<file path="config.mk">
export PLATFORM = sky130hd
export DESIGN_NAME = lock_ctrl_fsm
export DESIGN_NICKNAME = d
export VERILOG_FILES = /design/src/rtl/lock_ctrl_fsm.sv
export SDC_FILE = /design/constraint.sdc
export NUM_CORES = 1
export LEC_CHECK = 0
export ABC_CLOCK_PERIOD_IN_PS = 2960
export CAP_MARGIN = 40
export CORE_MARGIN = 3
export CORE_UTILIZATION = 35
export DETAILED_ROUTE_END_ITERATION = 6
export GPL_TIMING_DRIVEN = 0
export PLACE_DENSITY_LB_ADDON = 0.12
export SYNTH_ARGS = -nofsm -noshare
export SYNTH_HDL_FRONTEND = slang
export SYNTH_SLANG_ARGS = --single-unit
</file>
<file path="constraint.sdc">
create_clock -name clock -period 2.96 [get_ports clock]
set_input_delay 0.592 -clock clock [delete_from_list [all_inputs] [get_ports clock]]
set_output_delay 0.592 -clock clock [all_outputs]
set_load 0.01 [all_outputs]
</file>
<file path="src/rtl/lock_ctrl_fsm.sv">
// -----------------------------------------------------------------------------
// lock_ctrl_fsm
//   Second-generation digital-lock control FSM. Consumes the code comparator
//   result and the user command strobes and drives unlock, code-change-ready
//   and code-register load-enable outputs. Counts consecutive wrong attempts
//   up to MAX_WRONG, then holds a timed LOCKOUT (auto-release after
//   LOCK_CYCLES, or permanent when LOCK_CYCLES=0). OPEN and READY fall back
//   to IDLE after OPEN_CYCLES idle cycles (disabled when OPEN_CYCLES=0).
//
// Ports:
//   clock       in   system clock, rising edge
//   reset       in   asynchronous, active-low reset
//   compare     in   1 = entered code matches stored code (used only with a command)
//   enter       in   enter command strobe
//   change      in   change-code command strobe
//   unlocked    out  high in OPEN
//   ready       out  high in READY
//   load        out  one-cycle code-register load enable (LOAD state)
//   locked_out  out  high in LOCKOUT
//   wrong_cnt   out  consecutive wrong attempts, saturates at MAX_WRONG
//   state_code  out  IDLE=000 LOCKOUT=010 OPEN=100 READY=101 LOAD=110
// -----------------------------------------------------------------------------
module lock_ctrl_fsm #(
  parameter int unsigned MAX_WRONG   = 2,
  parameter int unsigned LOCK_CYCLES = 1000,
  parameter int unsigned OPEN_CYCLES = 500,
  parameter int unsigned TW          = 16
) (
  input  logic       clock,
  input  logic       reset,
  input  logic       compare,
  input  logic       enter,
  input  logic       change,
  output logic       unlocked,
  output logic       ready,
  output logic       load,
  output logic       locked_out,
  output logic [3:0] wrong_cnt,
  output logic [2:0] state_code
);

  typedef enum logic [2:0] {
    ST_IDLE    = 3'b000,
    ST_LOCKOUT = 3'b010,
    ST_OPEN    = 3'b100,
    ST_READY   = 3'b101,
    ST_LOAD    = 3'b110
  } state_t;

  localparam logic [3:0]    MAX_W      = 4'(MAX_WRONG);
  // Last timer value of a state lasting N cycles is N-1; unused when N=0.
  localparam logic [TW-1:0] OPEN_LAST  = TW'(OPEN_CYCLES - 32'd1);
  localparam logic [TW-1:0] LOCK_LAST  = TW'(LOCK_CYCLES - 32'd1);
  localparam bit            OPEN_TO_EN = (OPEN_CYCLES != 32'd0);
  localparam bit            LOCK_TO_EN = (LOCK_CYCLES != 32'd0);
  localparam logic [TW-1:0] TIMER_ZERO = TW'(0);
  localparam logic [TW-1:0] TIMER_ONE  = TW'(1);

  state_t        state_q, state_d;
  logic [3:0]    wrong_cnt_q, wrong_cnt_d;
  logic [TW-1:0] timer_q, timer_d;
  logic          unlocked_q, unlocked_d;
  logic          ready_q, ready_d;
  logic          load_q, load_d;
  logic          locked_out_q, locked_out_d;

  logic       cmd_e, cmd_c, cmd_any;
  logic [3:0] wrong_next;
  logic       wrong_lock;
  logic       open_to, lock_to;

  // Command decode, timeout detection and next-state / next-count logic.
  always_comb begin
    cmd_e      = enter & ~change;
    cmd_c      = change & ~enter;
    cmd_any    = cmd_e | cmd_c;
    wrong_next = wrong_cnt_q + 4'd1;
    // >= rather than == keeps the count from ever passing MAX_WRONG.
    wrong_lock = (wrong_next >= MAX_W);
    open_to    = OPEN_TO_EN && (timer_q == OPEN_LAST);
    lock_to    = LOCK_TO_EN && (timer_q == LOCK_LAST);

    state_d     = state_q;
    wrong_cnt_d = wrong_cnt_q;

    case (state_q)
      ST_IDLE: begin
        if (cmd_any && compare) begin
          state_d     = cmd_e ? ST_OPEN : ST_READY;
          wrong_cnt_d = 4'd0;
        end else if (cmd_any) begin
          state_d     = wrong_lock ? ST_LOCKOUT : ST_IDLE;
          wrong_cnt_d = wrong_lock ? MAX_W : wrong_next;
        end else begin
          state_d     = ST_IDLE;
          wrong_cnt_d = wrong_cnt_q;
        end
      end
      ST_OPEN: begin
        // A valid command takes priority over the idle timeout.
        if (cmd_any && compare) begin
          state_d     = cmd_e ? ST_IDLE : ST_READY;
          wrong_cnt_d = 4'd0;
        end else if (cmd_any) begin
          state_d     = wrong_lock ? ST_LOCKOUT : ST_IDLE;
          wrong_cnt_d = wrong_lock ? MAX_W : wrong_next;
        end else if (open_to) begin
          state_d     = ST_IDLE;
          wrong_cnt_d = wrong_cnt_q;
        end else begin
          state_d     = ST_OPEN;
          wrong_cnt_d = wrong_cnt_q;
        end
      end
      ST_READY: begin
        // Any command (compare ignored) commits the new code.
        if (cmd_any) begin
          state_d = ST_LOAD;
        end else if (open_to) begin
          state_d = ST_IDLE;
        end else begin
          state_d = ST_READY;
        end
        wrong_cnt_d = 4'd0;
      end
      ST_LOAD: begin
        state_d     = ST_IDLE;
        wrong_cnt_d = 4'd0;
      end
      ST_LOCKOUT: begin
        if (lock_to) begin
          state_d     = ST_IDLE;
          wrong_cnt_d = 4'd0;
        end else begin
          state_d     = ST_LOCKOUT;
          wrong_cnt_d = wrong_cnt_q;
        end
      end
      default: begin
        state_d     = ST_IDLE;
        wrong_cnt_d = 4'd0;
      end
    endcase

    // Timer restarts on every state change and only runs in timed states.
    if (state_d != state_q) begin
      timer_d = TIMER_ZERO;
    end else if ((state_q == ST_OPEN) || (state_q == ST_READY) ||
                 (state_q == ST_LOCKOUT)) begin
      timer_d = timer_q + TIMER_ONE;
    end else begin
      timer_d = TIMER_ZERO;
    end

    // Outputs are decoded from the next state so the registered copies
    // line up with state_q.
    unlocked_d   = (state_d == ST_OPEN);
    ready_d      = (state_d == ST_READY);
    load_d       = (state_d == ST_LOAD);
    locked_out_d = (state_d == ST_LOCKOUT);
  end

  // State, attempt counter, timer and output registers.
  always_ff @(posedge clock or negedge reset) begin
    if (!reset) begin
      state_q      <= ST_IDLE;
      wrong_cnt_q  <= 4'd0;
      timer_q      <= TIMER_ZERO;
      unlocked_q   <= 1'b0;
      ready_q      <= 1'b0;
      load_q       <= 1'b0;
      locked_out_q <= 1'b0;
    end else begin
      state_q      <= state_d;
      wrong_cnt_q  <= wrong_cnt_d;
      timer_q      <= timer_d;
      unlocked_q   <= unlocked_d;
      ready_q      <= ready_d;
      load_q       <= load_d;
      locked_out_q <= locked_out_d;
    end
  end

  assign unlocked   = unlocked_q;
  assign ready      = ready_q;
  assign load       = load_q;
  assign locked_out = locked_out_q;
  assign wrong_cnt  = wrong_cnt_q;
  assign state_code = state_q;

endmodule

</file>
==> metrics.txt, run 1 <==
# TYPE chip_impl_metric gauge
chip_impl_metric{name="switching_share",unit="%"} 36.0
chip_impl_metric{name="core",unit="um^2"} 4090
chip_impl_metric{name="min_period",unit="ns"} 2.61
chip_impl_metric{name="cts_buffer_depth",unit=""} 2
chip_impl_metric{name="placed_cells_incl_taps",unit=""} 209
chip_impl_metric{name="drt_drc_violations_left",unit=""} 0
chip_impl_metric{name="setup_total_negative_slack",unit="ns"} 0
chip_impl_metric{name="comb_power_share",unit="%"} 40.5
chip_impl_metric{name="floorplan.rows",unit=""} 23
chip_impl_metric{name="die_w",unit="um"} 71.8
chip_impl_metric{name="synth_warnings",unit=""} 0
chip_impl_metric{name="timing.final.setup_violations",unit=""} 0
chip_impl_metric{name="critPathArrivalTime",unit="ns"} 2.77
chip_impl_metric{name="postRouteAntennaNets",unit=""} 0
chip_impl_metric{name="irDropWorstVdd",unit="uV"} 390
chip_impl_metric{name="fp.dieH",unit="um"} 71.8
chip_impl_metric{name="clock_tree.htree_level_count",unit=""} 1
chip_impl_metric{name="timing_worst_slew_pin_value",unit="ns"} 0.697
chip_impl_metric{name="leakage",unit="nW"} 0.742
chip_impl_metric{name="routed_wire_per_std_cell",unit="um"} 13.4
chip_impl_metric{name="global_route.overflow_total",unit=""} 0
chip_impl_metric{name="initial_utilization",unit="%"} 37.1
chip_impl_metric{name="final_nets",unit=""} 173
chip_impl_metric{name="sequential_to_total_area_share_from_yosys_stat",unit="%"} 44.6
chip_impl_metric{name="fin_cells",unit=""} 213
chip_impl_metric{name="fmax",unit="MHz"} 383
chip_impl_metric{name="grt.total_usage",unit="%"} 12.2
chip_impl_info{name="start_kind",value="input pin"} 1
chip_impl_info{name="crit_path_end_kind",value="flop"} 1
chip_impl_metric{name="route.final.wire_length",unit="um"} 2850
chip_impl_metric{name="n_antenna_cell",unit=""} 0
chip_impl_info{name="ys_dominant_reg_cell",value="sky130_fd_sc_hd__dfrtp_1"} 1
chip_impl_metric{name="cts_sinks",unit=""} 27
chip_impl_metric{name="synth_fp_nets",unit=""} 152
chip_impl_metric{name="postSynthAreaPerCell",unit="um^2"} 10.6
chip_impl_metric{name="cts_inserted_buffers",unit=""} 3
chip_impl_metric{name="cts_setup_buffers",unit=""} 0
chip_impl_info{name="final_cell_mix",value="sky130_fd_sc_hd__dfrtp_1 (27), sky130_fd_sc_hd__nand2_1 (16), sky130_fd_sc_hd__clkdlybuf4s50_1 (15)"} 1
chip_impl_info{name="clock-root-buffer",value="sky130_fd_sc_hd__clkbuf_8"} 1
chip_impl_metric{name="wire_length_of_the_first_global_routing_pass",unit="um"} 5000
chip_impl_metric{name="final-max-slew-violation-count",unit=""} 0
chip_impl_metric{name="finalHoldViolCount",unit=""} 0
chip_impl_metric{name="hpwl",unit="um"} 2230
chip_impl_metric{name="netlist_area",unit="um^2"} 1520
chip_impl_metric{name="cts_resized",unit=""} 0
chip_impl_metric{name="worstPathRequired",unit="ns"} 3.12
chip_impl_metric{name="buffer_ports.inserted",unit=""} 15
chip_impl_metric{name="power_per_cell_area",unit="nW/um^2"} 627
chip_impl_metric{name="period_share",unit="%"} 88.2
chip_impl_metric{name="timing.hold.worst_path_depth",unit=""} 1
chip_impl_info{name="mostFrequentLayoutCell",value="sky130_fd_sc_hd__dfrtp_1"} 1
chip_impl_metric{name="synth.top_cell.area_share",unit="%"} 44.6
chip_impl_metric{name="final.setup_skew",unit="ns"} 0.00575
chip_impl_info{name="grt_setup_unrepaired",value="false"} 1
chip_impl_metric{name="synth-async-reset-ratio",unit="%"} 100
chip_impl_metric{name="clock_pin_slew_on_the_worst_setup_and_hold_paths",unit="ns"} 0.09
chip_impl_metric{name="clk_latency",unit="ns"} 0.27
chip_impl_info{name="tritoncts",value="built"} 1
chip_impl_metric{name="reg2reg_depth",unit=""} 7
chip_impl_metric{name="pwr-share-seq",unit="%"} 41.2
chip_impl_metric{name="synth_instances",unit=""} 143
chip_impl_metric{name="area_growth",unit="%"} 18.0
chip_impl_metric{name="fill_cells",unit=""} 406
chip_impl_metric{name="drv_cap",unit=""} 0
chip_impl_metric{name="drive_above_1_share",unit="%"} 17.2
chip_impl_metric{name="holdBufCountCts",unit=""} 0
chip_impl_metric{name="viasPerCell",unit=""} 4.95
chip_impl_metric{name="io_pins",unit=""} 16
chip_impl_metric{name="internal_power_contribution",unit="W"} 0.000718
chip_impl_metric{name="ys_types",unit=""} 46
chip_impl_metric{name="num_vias",unit=""} 1054
chip_impl_metric{name="dieArea",unit="um^2"} 5150
chip_impl_metric{name="netSwitchingPower",unit="W"} 0.000404
chip_impl_metric{name="antenna_found_initial",unit=""} 0
chip_impl_info{name="result_of_the_run",value="completed"} 1
chip_impl_metric{name="routabilityCongestion",unit=""} 0.760
chip_impl_info{name="timing_worst_setup_path_type",value="in2reg"} 1
chip_impl_info{name="netlist_top_cells_area",value="sky130_fd_sc_hd__dfrtp_1 (45%), sky130_fd_sc_hd__xor2_1 (6.9%), sky130_fd_sc_hd__nor2_4 (5.9%), sky130_fd_sc_hd__nand2_1 (4.0%), sky130_fd_sc_hd__nor2_1 (3.5%)"} 1
chip_impl_metric{name="synth_edf_count",unit=""} 0
chip_impl_metric{name="cp_max_fo",unit=""} 10
chip_impl_metric{name="iteration_0_drc_markers",unit=""} 46
chip_impl_metric{name="clock_power_share",unit="%"} 18.3
chip_impl_metric{name="grt_max_degree",unit=""} 15
chip_impl_metric{name="ys_ff_latch",unit=""} 27
chip_impl_metric{name="detailedRoute.firstPassIterationCount",unit=""} 4
chip_impl_info{name="holdCritPathClass",value="reg2reg"} 1
chip_impl_metric{name="max_slew_margin",unit="%"} 53.4
chip_impl_metric{name="first_global_vias",unit=""} 1057
chip_impl_info{name="synth_top_area_cell",value="sky130_fd_sc_hd__dfrtp_1"} 1
-- area by class of cell --
cell class,count,area (um^2),share of cell area [%]
clock buffer,4,45.0,2.52
timing repair buffer,16,165,9.24
inverter,4,15.0,0.840
tap,50,62.6,3.50
sequential,27,676,37.8
buffer,3,25.0,1.40
multi-input combinational,109,800,44.7
-- through the flow --
stage                     area (um^2)  total power [W]  setup slack (ns)  hold slack, ns  util [%]
final                            1790          0.00112             0.349           0.493      43.8
after global routing             1790          0.00120             0.266           0.509      43.8
after CTS                        1790          0.00114             0.335           0.499      43.8
after detailed placement         1740         0.000931            0.0653           0.483      42.7
after global placement           1730         0.000920            0.0655           0.478      42.3
after floorplan                  1520         0.000774             0.713           0.296         -
-- registers in the layout, indices dropped and copies added, names as in the netlist --
register    count
state_code      3
unlocked        1
timer_q        16
locked_out      1
ready           1
load            1
wrong_cnt       4
-- critical path: stages --
cell	delay [ns]
sky130_fd_sc_hd__clkdlybuf4s50_1	0.45
sky130_fd_sc_hd__inv_1	0.04
sky130_fd_sc_hd__ha_1	0.25
sky130_fd_sc_hd__buf_2	0.17
sky130_fd_sc_hd__or4_1	0.60
sky130_fd_sc_hd__nand2_1	0.09
sky130_fd_sc_hd__a311o_2	0.29
sky130_fd_sc_hd__buf_8	0.22
sky130_fd_sc_hd__nor2_4	0.05
-- final timing paths --
check / start / endpoint / slack (ns)
worst min-delay path: timer_q[0]$_DFF_PN0_ / timer_q[0]$_DFF_PN0_ / 0.49
worst max-delay path: change / timer_q[7]$_DFF_PN0_ / 0.35
max in group asynchronous: reset / timer_q[10]$_DFF_PN0_ / 1.68
worst min register to register: timer_q[0]$_DFF_PN0_ / timer_q[0]$_DFF_PN0_ / 0.49
min in group asynchronous: reset / state_code[2]$_DFF_PN0_ / 0.74
worst max register to register: timer_q[0]$_DFF_PN0_ / timer_q[7]$_DFF_PN0_ / 0.88
-- metal layers --
layer | up-vias | GRT usage [%] | share of wire, %
li1 | 535 | - | -
met1 | 501 | 15.6 | 47
met2 | 16 | 21.2 | 49
met3 | 2 | 2.66 | 3.5
met4 | 0 | 2.51 | 0.77
met5 | - | 0 | 0
-- power groups by stage --
| stage | Sequential [W] | Clock, W | Combinational, W |
|---|---|---|---|
| floorplan | 0.000479 | 0 | 0.000295 |
| global placement | 0.000468 | 0 | 0.000452 |
| detailed placement | 0.000471 | 0 | 0.000460 |
| CTS | 0.000463 | 0.000214 | 0.000462 |
| global route | 0.000472 | 0.000229 | 0.000498 |
| finish | 0.000462 | 0.000205 | 0.000454 |
-- logic make-up (layout without fill, tap and decap cells) --
kind of cell | Yosys count | in the layout | share of synthesized area (%)
xor+xnor | 16 | 16 | 9.25
compound gates | 15 | 15 | 7.02
fa+ha+maj | 4 | 4 | 3.30
simple gates | 74 | 74 | 33.2
flops | 27 | 27 | 44.6
buf+inv | 7 | 27 | 2.64
-- cells in the mapped netlist, types with 2 or more instances --
| library cell | n |
|---|---|
| sky130_fd_sc_hd__xnor2_1 | 4 |
| sky130_fd_sc_hd__inv_1 | 4 |
| sky130_fd_sc_hd__nor2_4 | 8 |
| sky130_fd_sc_hd__nand3_1 | 5 |
| sky130_fd_sc_hd__ha_1 | 4 |
| sky130_fd_sc_hd__xor2_1 | 12 |
| sky130_fd_sc_hd__nand2_1 | 16 |
| sky130_fd_sc_hd__buf_2 | 2 |
| sky130_fd_sc_hd__nand4_1 | 2 |
| sky130_fd_sc_hd__nor2_2 | 2 |
| sky130_fd_sc_hd__nor2_1 | 14 |
| sky130_fd_sc_hd__nand2b_1 | 2 |
| sky130_fd_sc_hd__dfrtp_1 | 27 |
| sky130_fd_sc_hd__a21oi_1 | 4 |
| sky130_fd_sc_hd__and4_1 | 3 |
| sky130_fd_sc_hd__and2_1 | 2 |
| sky130_fd_sc_hd__nor2b_1 | 3 |
Power figures use the tool's default switching activity.
==> run 2, diff against run 1 <==
CTS_CLUSTER_SIZE = 40   (was default)
==> results of run 2 <==
The final DEF is identical to that of run 1; final timing and power are the same.
==> run 3, diff against run 2 <==
SKIP_CTS_REPAIR_TIMING = 1   (was default)
==> results of run 3 <==
The final DEF is identical to that of run 1; final timing and power are the same.
